### src/rtl/lift_travel_timer.sv
// Inter-floor travel down-counter.
// Ports:
//   clk, reset : clock, asynchronous active-high reset
//   load_i     : load TRAVEL_CYCLES-1 (start of a floor-to-floor trip)
//   dec_i      : decrement by one, saturating at zero
//   zero_o     : registered flag, high while the count is zero
module lift_travel_timer #(
  parameter int unsigned TRAVEL_CYCLES = 16
) (
  input  logic clk,
  input  logic reset,
  input  logic load_i,
  input  logic dec_i,
  output logic zero_o
);

  localparam int unsigned CNT_W = $clog2(TRAVEL_CYCLES + 1);

  logic [CNT_W-1:0] cnt_q, cnt_d;
  logic             zero_q, zero_d;

  // Next count; the zero flag is computed alongside so it stays registered.
  always_comb begin
    cnt_d  = cnt_q;
    zero_d = zero_q;
    if (load_i) begin
      cnt_d  = CNT_W'(TRAVEL_CYCLES - 1);
      zero_d = (TRAVEL_CYCLES == 1);
    end else if (dec_i && !zero_q) begin
      cnt_d  = cnt_q - CNT_W'(1);
      zero_d = (cnt_q == CNT_W'(1));
    end
  end

  always_ff @(posedge clk or posedge reset) begin
    if (reset) begin
      cnt_q  <= '0;
      zero_q <= 1'b1;
    end else begin
      cnt_q  <= cnt_d;
      zero_q <= zero_d;
    end
  end

  assign zero_o = zero_q;

endmodule : lift_travel_timer

### config.mk
export PLATFORM = sky130hd
export DESIGN_NAME = lift_travel_timer
export DESIGN_NICKNAME = d
export VERILOG_FILES = /design/src/rtl/lift_travel_timer.sv
export SDC_FILE = /design/constraint.sdc
export NUM_CORES = 1
export LEC_CHECK = 0
export ABC_CLOCK_PERIOD_IN_PS = 1000
export CORE_AREA = 8 8 45 47
export CTS_BUF_LIST = sky130_fd_sc_hd__clkbuf_8
export DETAILED_ROUTE_END_ITERATION = 10
export DIE_AREA = 0 0 53 55
export DONT_BUFFER_PORTS = 1
export PLACE_DENSITY = 0.46
export SLEW_MARGIN = 20
export SYNTH_ARGS = -nofsm -noshare
export SYNTH_HDL_FRONTEND = slang
export SYNTH_SLANG_ARGS = --single-unit
### constraint.sdc
create_clock -name clk -period 1 [get_ports clk]
set_input_delay 0.2 -clock clk [delete_from_list [all_inputs] [get_ports clk]]
set_output_delay 0.2 -clock clk [all_outputs]
set_load 0.05 [all_outputs]
==> results of run 1 <==
area by class of cell:
cell class	instances	area (µm²)	share of cell area (%)
clock buffers	3	41.29	7.765
clock inverters	1	3.754	0.7059
well taps	16	20.02	3.765
inverters	4	15.01	2.824
flip-flops and latches	6	151.4	28.47
multi-input cells	20	209.0	39.29
repair buffers	10	91.34	17.18
worst min-delay path by stage:
| stage | start | end | slack, ns |
|---|---|---|---|
| floorplan | reset | cnt_q[0]$_DFFE_PP0P_ | -0.01 |
| global placement | reset | cnt_q[3]$_DFFE_PP0P_ | 0.01 |
| detailed placement | reset | cnt_q[0]$_DFFE_PP0P_ | 0.02 |
| CTS | load_i | zero_o$_DFFE_PP1P_ | 0.006 |
| global route | load_i | cnt_q[4]$_DFFE_PP0P_ | 0.04 |
| finish | load_i | cnt_q[4]$_DFFE_PP0P_ | 0.04 |
worst max-delay path: stages, from the launching register on:
cell and delay, ns:
dfstp_2 0.53, buf_6 0.10, buf_8 0.13
power by group through the flow:
stage	Clock [mW]	Sequential (mW)	Combinational (mW)
5_1_grt	0.396	0.261	0.120
3_3_place_gp	0	0.262	0.0715
3_5_place_dp	0	0.262	0.0755
6_report	0.374	0.260	0.107
4_1_cts	0.381	0.261	0.0926
2_1_floorplan	0	0.267	0.0373
cells in the final DEF, fill, tap and decap left out:
master         Yosys  layout
buf_4              0       6
dfrtp_1            5       5
nor2_1             4       3
inv_1              4       3
clkbuf_8           0       3
nand3b_1           2       2
nand2b_1           2       2
inv_2              0       2
ha_4               0       2
dlygate4sd3_1      0       2
xor2_1             1       1
nor2b_1            1       1
nand2b_4           0       1
nor4_4             1       1
mux2i_1            1       1
xnor2_2            0       1
a41oi_2            0       1
o31ai_1            1       1
a21oi_1            1       1
nor2_2             0       1
a211o_1            1       1
buf_8              0       1
buf_6              0       1
dfstp_2            1       1
flip-flops by register name, indices dropped and copies added (netlist names):
name,cells
zero_o,1
cnt_q,5
per-stage QoR:
step	power (mW)	TNS (ns)	std cells	util, %
2_1_floorplan	0.3040	-1.001	30	-
3_3_place_gp	0.3332	-0.3177	52	28.75
3_5_place_dp	0.3377	-0.3664	52	28.75
4_1_cts	0.7340	-0.8009	58	35.26
5_1_grt	0.7770	-1.086	60	38.43
6_report	0.7411	-0.7564	60	38.43
logic make-up after synthesis:
| kind of cell | count (synthesis) | synth area share [%] |
|---|---|---|
| AOI/OAI and AO/OA | 4 | 9.161 |
| xor gates and xnor gates | 2 | 5.344 |
| and+or+nand+nor | 11 | 24.04 |
| muxes | 1 | 3.054 |
| adders and majority gates | 2 | 7.632 |
| DFF | 6 | 46.18 |
| buffers and inverters | 4 | 4.579 |
routing by layer:
layer	share of wire (%)	track usage [%]	up-vias
met3	6.3	2.941	2
met5	0	0	-
met2	45	7.617	7
li1	-	-	128
met1	47	6.173	123
met4	1.7	5.172	0
what timing repair did:
| item | 4_1_cts | 5_1_grt |
|---|---|---|
| setup buffers | 1 | 1 |
| pin swaps | 7 | 3 |
| setup endpoints to repair | 7 | 7 |
| resized for setup | 7 | 5 |
| hold buffers | 1 | 1 |
| hold endpoints to repair | 5 | 1 |
==> impl_metrics.yaml, run 1 <==
synthesis:
  ys_seq_elements: 6
  synth_area_um2: 327.8
  synth_top_cell_by_area: "dfrtp_1"
  synthArstFlopShare_pct: 100.0
  synth-edff-count: 0
  synth.avg_cell_area_um2: 10.93
  synth_ff_type: "dfrtp_1"
  synth_top_area_share_pct: 38.17
  synthesis.nets: 36
  ys_seq_area_share_pct: 46.18
  syn_inst: 30
  synth_common_cells: "5 x dfrtp_1, 4 x inv_1, 4 x nor2_1"
  yosysWarningCount: 0
  synth.most_common_cell: "dfrtp_1"
  yosys-top-cells-area: "dfrtp_1 38%, dfstp_2 8.0%, ha_1 7.6%"
  synth_cell_types: 17
final_layout:
  drive_gt1_share_pct: 47.73
  finish.instance_area_um2: 531.8
  syn2layout_area_growth_pct: 62.21
  fill_cells: 146
  diodes: 0
  fin_nets: 51
clock_network:
  cts.sinks: 6
  clockRootBuffer: "clkbuf_8"
  clock_path_buffers: 2
  h-tree-depth: 1
  cts_tree: "yes"
  cts_buffers: 3
  insertion_delay_ns: 0.22
  clk_pin_slew_ns: 0.04
pwr:
  vdd_drop_max_mv: 1.097
  seqPwrFrac_pct: 35.1
  p_int_uw: 574.8
  leakagePower_nw: 0.2131
  switching_power_uw: 166.3
  swShare_pct: 22.44
  p_clk_share_pct: 50.5
  power.density_mw_per_mm2: 1394
  combPwrFrac_pct: 14.4
sta:
  slew_viol_final: 0
  final.min_clock_period_ns: 1.176
  maxSlewHeadroom_pct: 84.99
  worstMarginPinSlew_ns: 0.2249
  fin_crit_sh_pct: 117.6
  clock_skew_ns: 0.002741
  layout_setup_ws_ns: -0.1760
  timing.hold.ws_ns: 0.03721
  rsz0062_at_grt: "true"
  max_freq_ghz: 0.8504
  final-hold-violation-count: 0
  setup_violations: 6
worst_setup_path:
  ff2ff_setup_slack_ns: -0.15
  critPathKind: "register to primary output"
  reg2reg_depth: 4
  worstPathArrival_ns: 0.98
  critPathLaunchType: "register"
  r2r-start: "zero_o$_DFFE_PP1P_"
  cp.required_ns: 0.80
  critPathMaxFanout: 2
  crit_end: "zero_o"
  endpoint_kind: "primary output"
  r2r-end: "cnt_q[1]$_DFFE_PP0P_"
  crit_start: "zero_o$_DFFE_PP1P_"
placed_design:
  place_area_um2: 397.9
  hpwl_um: 517.8
  place_congestion: 0.6690
  io_buffers: 0
  dp_slack_ns: -0.1640
floorplanning:
  fp-row-count: 14
  pin_count: 5
  coreArea_mm2: 0.001384
  initial_core_util_pct: 23.69
  die_h_um: 55
  dieArea_mm2: 0.002915
  die_x_um: 53
routing:
  vias_per_cell: 4.333
  post_drt_wl_per_cell_um: 11.70
  drt_pre_antenna_iters: 2
  vias: 260
  ant_nets: 0
  drc: 0
  drt_iter0_markers: 3
  wl_um: 702
min_path:
  hold_path_class: "input pin to register"
  hold_depth: 1
status:
  status: "finished with violations"
  violations: "setup timing"
global_routing:
  grt_max_degree: 8
  grt_util_all_layers_pct: 5.604
  grt_pass1_vias: 252
  grt_pass1_wl_um: 1145
  gr-total-overflow: 0
  antenna_found_initial: 0
job:
  cap_violations: 0
Power figures use the tool's default switching activity.
==> run 2, diff against run 1 <==
--- a/config.mk
+++ b/config.mk
@@ -11,7 +11,7 @@
 export DETAILED_ROUTE_END_ITERATION = 10
 export DIE_AREA = 0 0 53 55
 export DONT_BUFFER_PORTS = 1
-export PLACE_DENSITY = 0.46
+export PLACE_DENSITY_LB_ADDON = 0.08
 export SLEW_MARGIN = 20
 export SYNTH_ARGS = -nofsm -noshare
 export SYNTH_HDL_FRONTEND = slang
==> run 2 against run 1 <==
  * The run still ends with setup timing left
  * Clock skew increased by 0.0017 ns
  * Global-route usage rose by 0.66 points
  * Register-to-register slack lost 0.02 ns
  * Worst hold slack worse by 0.00088 ns
  * Sequential power is essentially flat
  * Highest routed layer unchanged
  * Clock power increased by 3%
  * Critical path depth unchanged
  * Die area did not move
  * Design area grew 0.94%
  * Critical path type unchanged
==> impl_metrics.yaml, run 2 (same netlist as run 1, synthesis figures left out) <==
final_layout:
  top_register: "cnt_q"
  final_common_cell: "buf_4"
  fin_util_pct: 38.79
  drive_gt1_share_pct: 45.65
  largest_reg_flops: 5
  syn2layout_area_growth_pct: 63.74
  final_cell_mix: "8 x buf_4, 5 x dfrtp_1, 4 x nor2_1, 4 x inv_1, 3 x clkbuf_8"
  fin_nets: 53
  diodes: 0
  fill_cells: 137
clock_network:
  cts_buffers: 3
  cts_tree: "yes"
  clk_pin_slew_ns: 0.04
  clockRootBuffer: "clkbuf_8"
  clock_path_buffers: 2
  h-tree-depth: 1
  cts.sinks: 6
  insertion_delay_ns: 0.23
pwr:
  p_int_uw: 573.9
  power.total_uw: 744.7
  combPwrFrac_pct: 13.5
  leakagePower_nw: 0.2260
  switching_power_uw: 170.8
  p_clk_share_pct: 51.6
  seqPwrFrac_pct: 34.9
  swShare_pct: 22.93
  power.density_mw_per_mm2: 1387
  vdd_drop_max_mv: 0.5338
job:
  cap_violations: 0
worst_setup_path:
  critPathLaunchType: "register"
  worstPathArrival_ns: 0.98
  endpoint_kind: "primary output"
  ff2ff_setup_slack_ns: -0.17
  r2r-end: "cnt_q[2]$_DFFE_PP0P_"
  crit_end: "zero_o"
  r2r-start: "zero_o$_DFFE_PP1P_"
  cp.required_ns: 0.80
  crit_start: "zero_o$_DFFE_PP1P_"
  critPathMaxFanout: 2
  critPathKind: "register to primary output"
  reg2reg_depth: 4
routing:
  drt_iter0_markers: 4
  vias_per_cell: 4.452
  drt_pre_antenna_iters: 4
  drc: 0
  vias: 276
  wl_um: 734
  ant_nets: 0
  post_drt_wl_per_cell_um: 11.84
global_routing:
  antenna_found_initial: 0
  grt_util_all_layers_pct: 6.260
  grt_pass1_vias: 266
  gr-total-overflow: 0
  grt_pass1_wl_um: 1214
  grt_max_degree: 8
sta:
  rsz0062_at_grt: "true"
  slew_viol_final: 0
  final-hold-violation-count: 0
  max_freq_ghz: 0.8488
  layout_setup_ws_ns: -0.1781
  clock_skew_ns: 0.004414
  setup_tns_ns: -0.8079
  worstMarginPinSlew_ns: 0.2611
  setup_violations: 6
  maxSlewHeadroom_pct: 82.57
  fin_crit_sh_pct: 117.8
  final.min_clock_period_ns: 1.178
min_path:
  hold_path_class: "input pin to register"
floorplanning:
  pin_count: 5
  fp-row-count: 14
  initial_core_util_pct: 23.69
  dieArea_mm2: 0.002915
  die_x_um: 53
  coreArea_mm2: 0.001384
  die_h_um: 55
placed_design:
  io_buffers: 0
  hpwl_um: 519.8
  place_congestion: 0.6252
status:
  status: "finished with violations"
  violations: "setup timing"
==> run 2: how the worst min path moves through the flow <==
stage	cells past startpoint	end	startpoint	slack, ns
finish	1	cnt_q[4]$_DFFE_PP0P_	load_i	0.04
global route	1	cnt_q[4]$_DFFE_PP0P_	load_i	0.03
CTS	1	cnt_q[4]$_DFFE_PP0P_	load_i	0.03
detailed placement	1	cnt_q[2]$_DFFE_PP0P_	reset	0.03
global placement	1	cnt_q[2]$_DFFE_PP0P_	reset	0.02
floorplan	1	cnt_q[0]$_DFFE_PP0P_	reset	-0.01
==> run 2: repair_timing <==
action / CTS / global route
gates resized for setup: 4 / 5
endpoints found under the setup margin: 5 / 7
gates cloned: 0 / 0
pin swaps: 1 / 4
hold endpoints to repair: 6 / 0
buffers inserted: 3 / 1
hold buffers: 2 / 0
==> run 2: metal layers <==
layer / share of wire, % / vias up / GRT usage [%]
met5: 0 / - / 0
met4: 4.1 / 0 / 7.759
met3: 8.4 / 3 / 2.941
met2: 43 / 8 / 8.594
met1: 44 / 131 / 6.317
li1: - / 134 / -
==> run 2: power groups by stage <==
stage | Combinational (mW) | Sequential (mW) | Clock [mW]
2_1_floorplan | 0.0373 | 0.267 | 0
3_3_place_gp | 0.0747 | 0.262 | 0
3_5_place_dp | 0.0759 | 0.262 | 0
4_1_cts | 0.0942 | 0.260 | 0.395
5_1_grt | 0.110 | 0.261 | 0.420
6_report | 0.101 | 0.260 | 0.384
==> run 2: worst max-delay path: stages, from the launching register on <==
cell and delay, ns:
dfstp_2 0.53, buf_6 0.10, buf_8 0.13
==> run 2: final cells by class <==
cell class / count / area [µm²] / share of cell area, %
Tap cell: 16 / 20.02 / 3.730
Multi-Input combinational cell: 20 / 198.9 / 37.06
Clock inverter: 1 / 3.754 / 0.6993
Clock buffer: 3 / 41.29 / 7.692
Inverter: 4 / 15.01 / 2.797
Timing Repair Buffer: 12 / 106.4 / 19.81
Sequential cell: 6 / 151.4 / 28.21
==> run 2: stage by stage <==
stage	hold slack, ns	worst slack, ns	cell area (µm²)	std cells
2_1_floorplan	-0.009767	-0.2753	332.8	30
3_3_place_gp	0.02315	-0.1429	405.4	53
3_5_place_dp	0.03124	-0.1739	405.4	53
4_1_cts	0.03313	-0.1853	504.2	62
5_1_grt	0.03056	-0.2523	536.8	62
6_report	0.03633	-0.1781	536.8	62
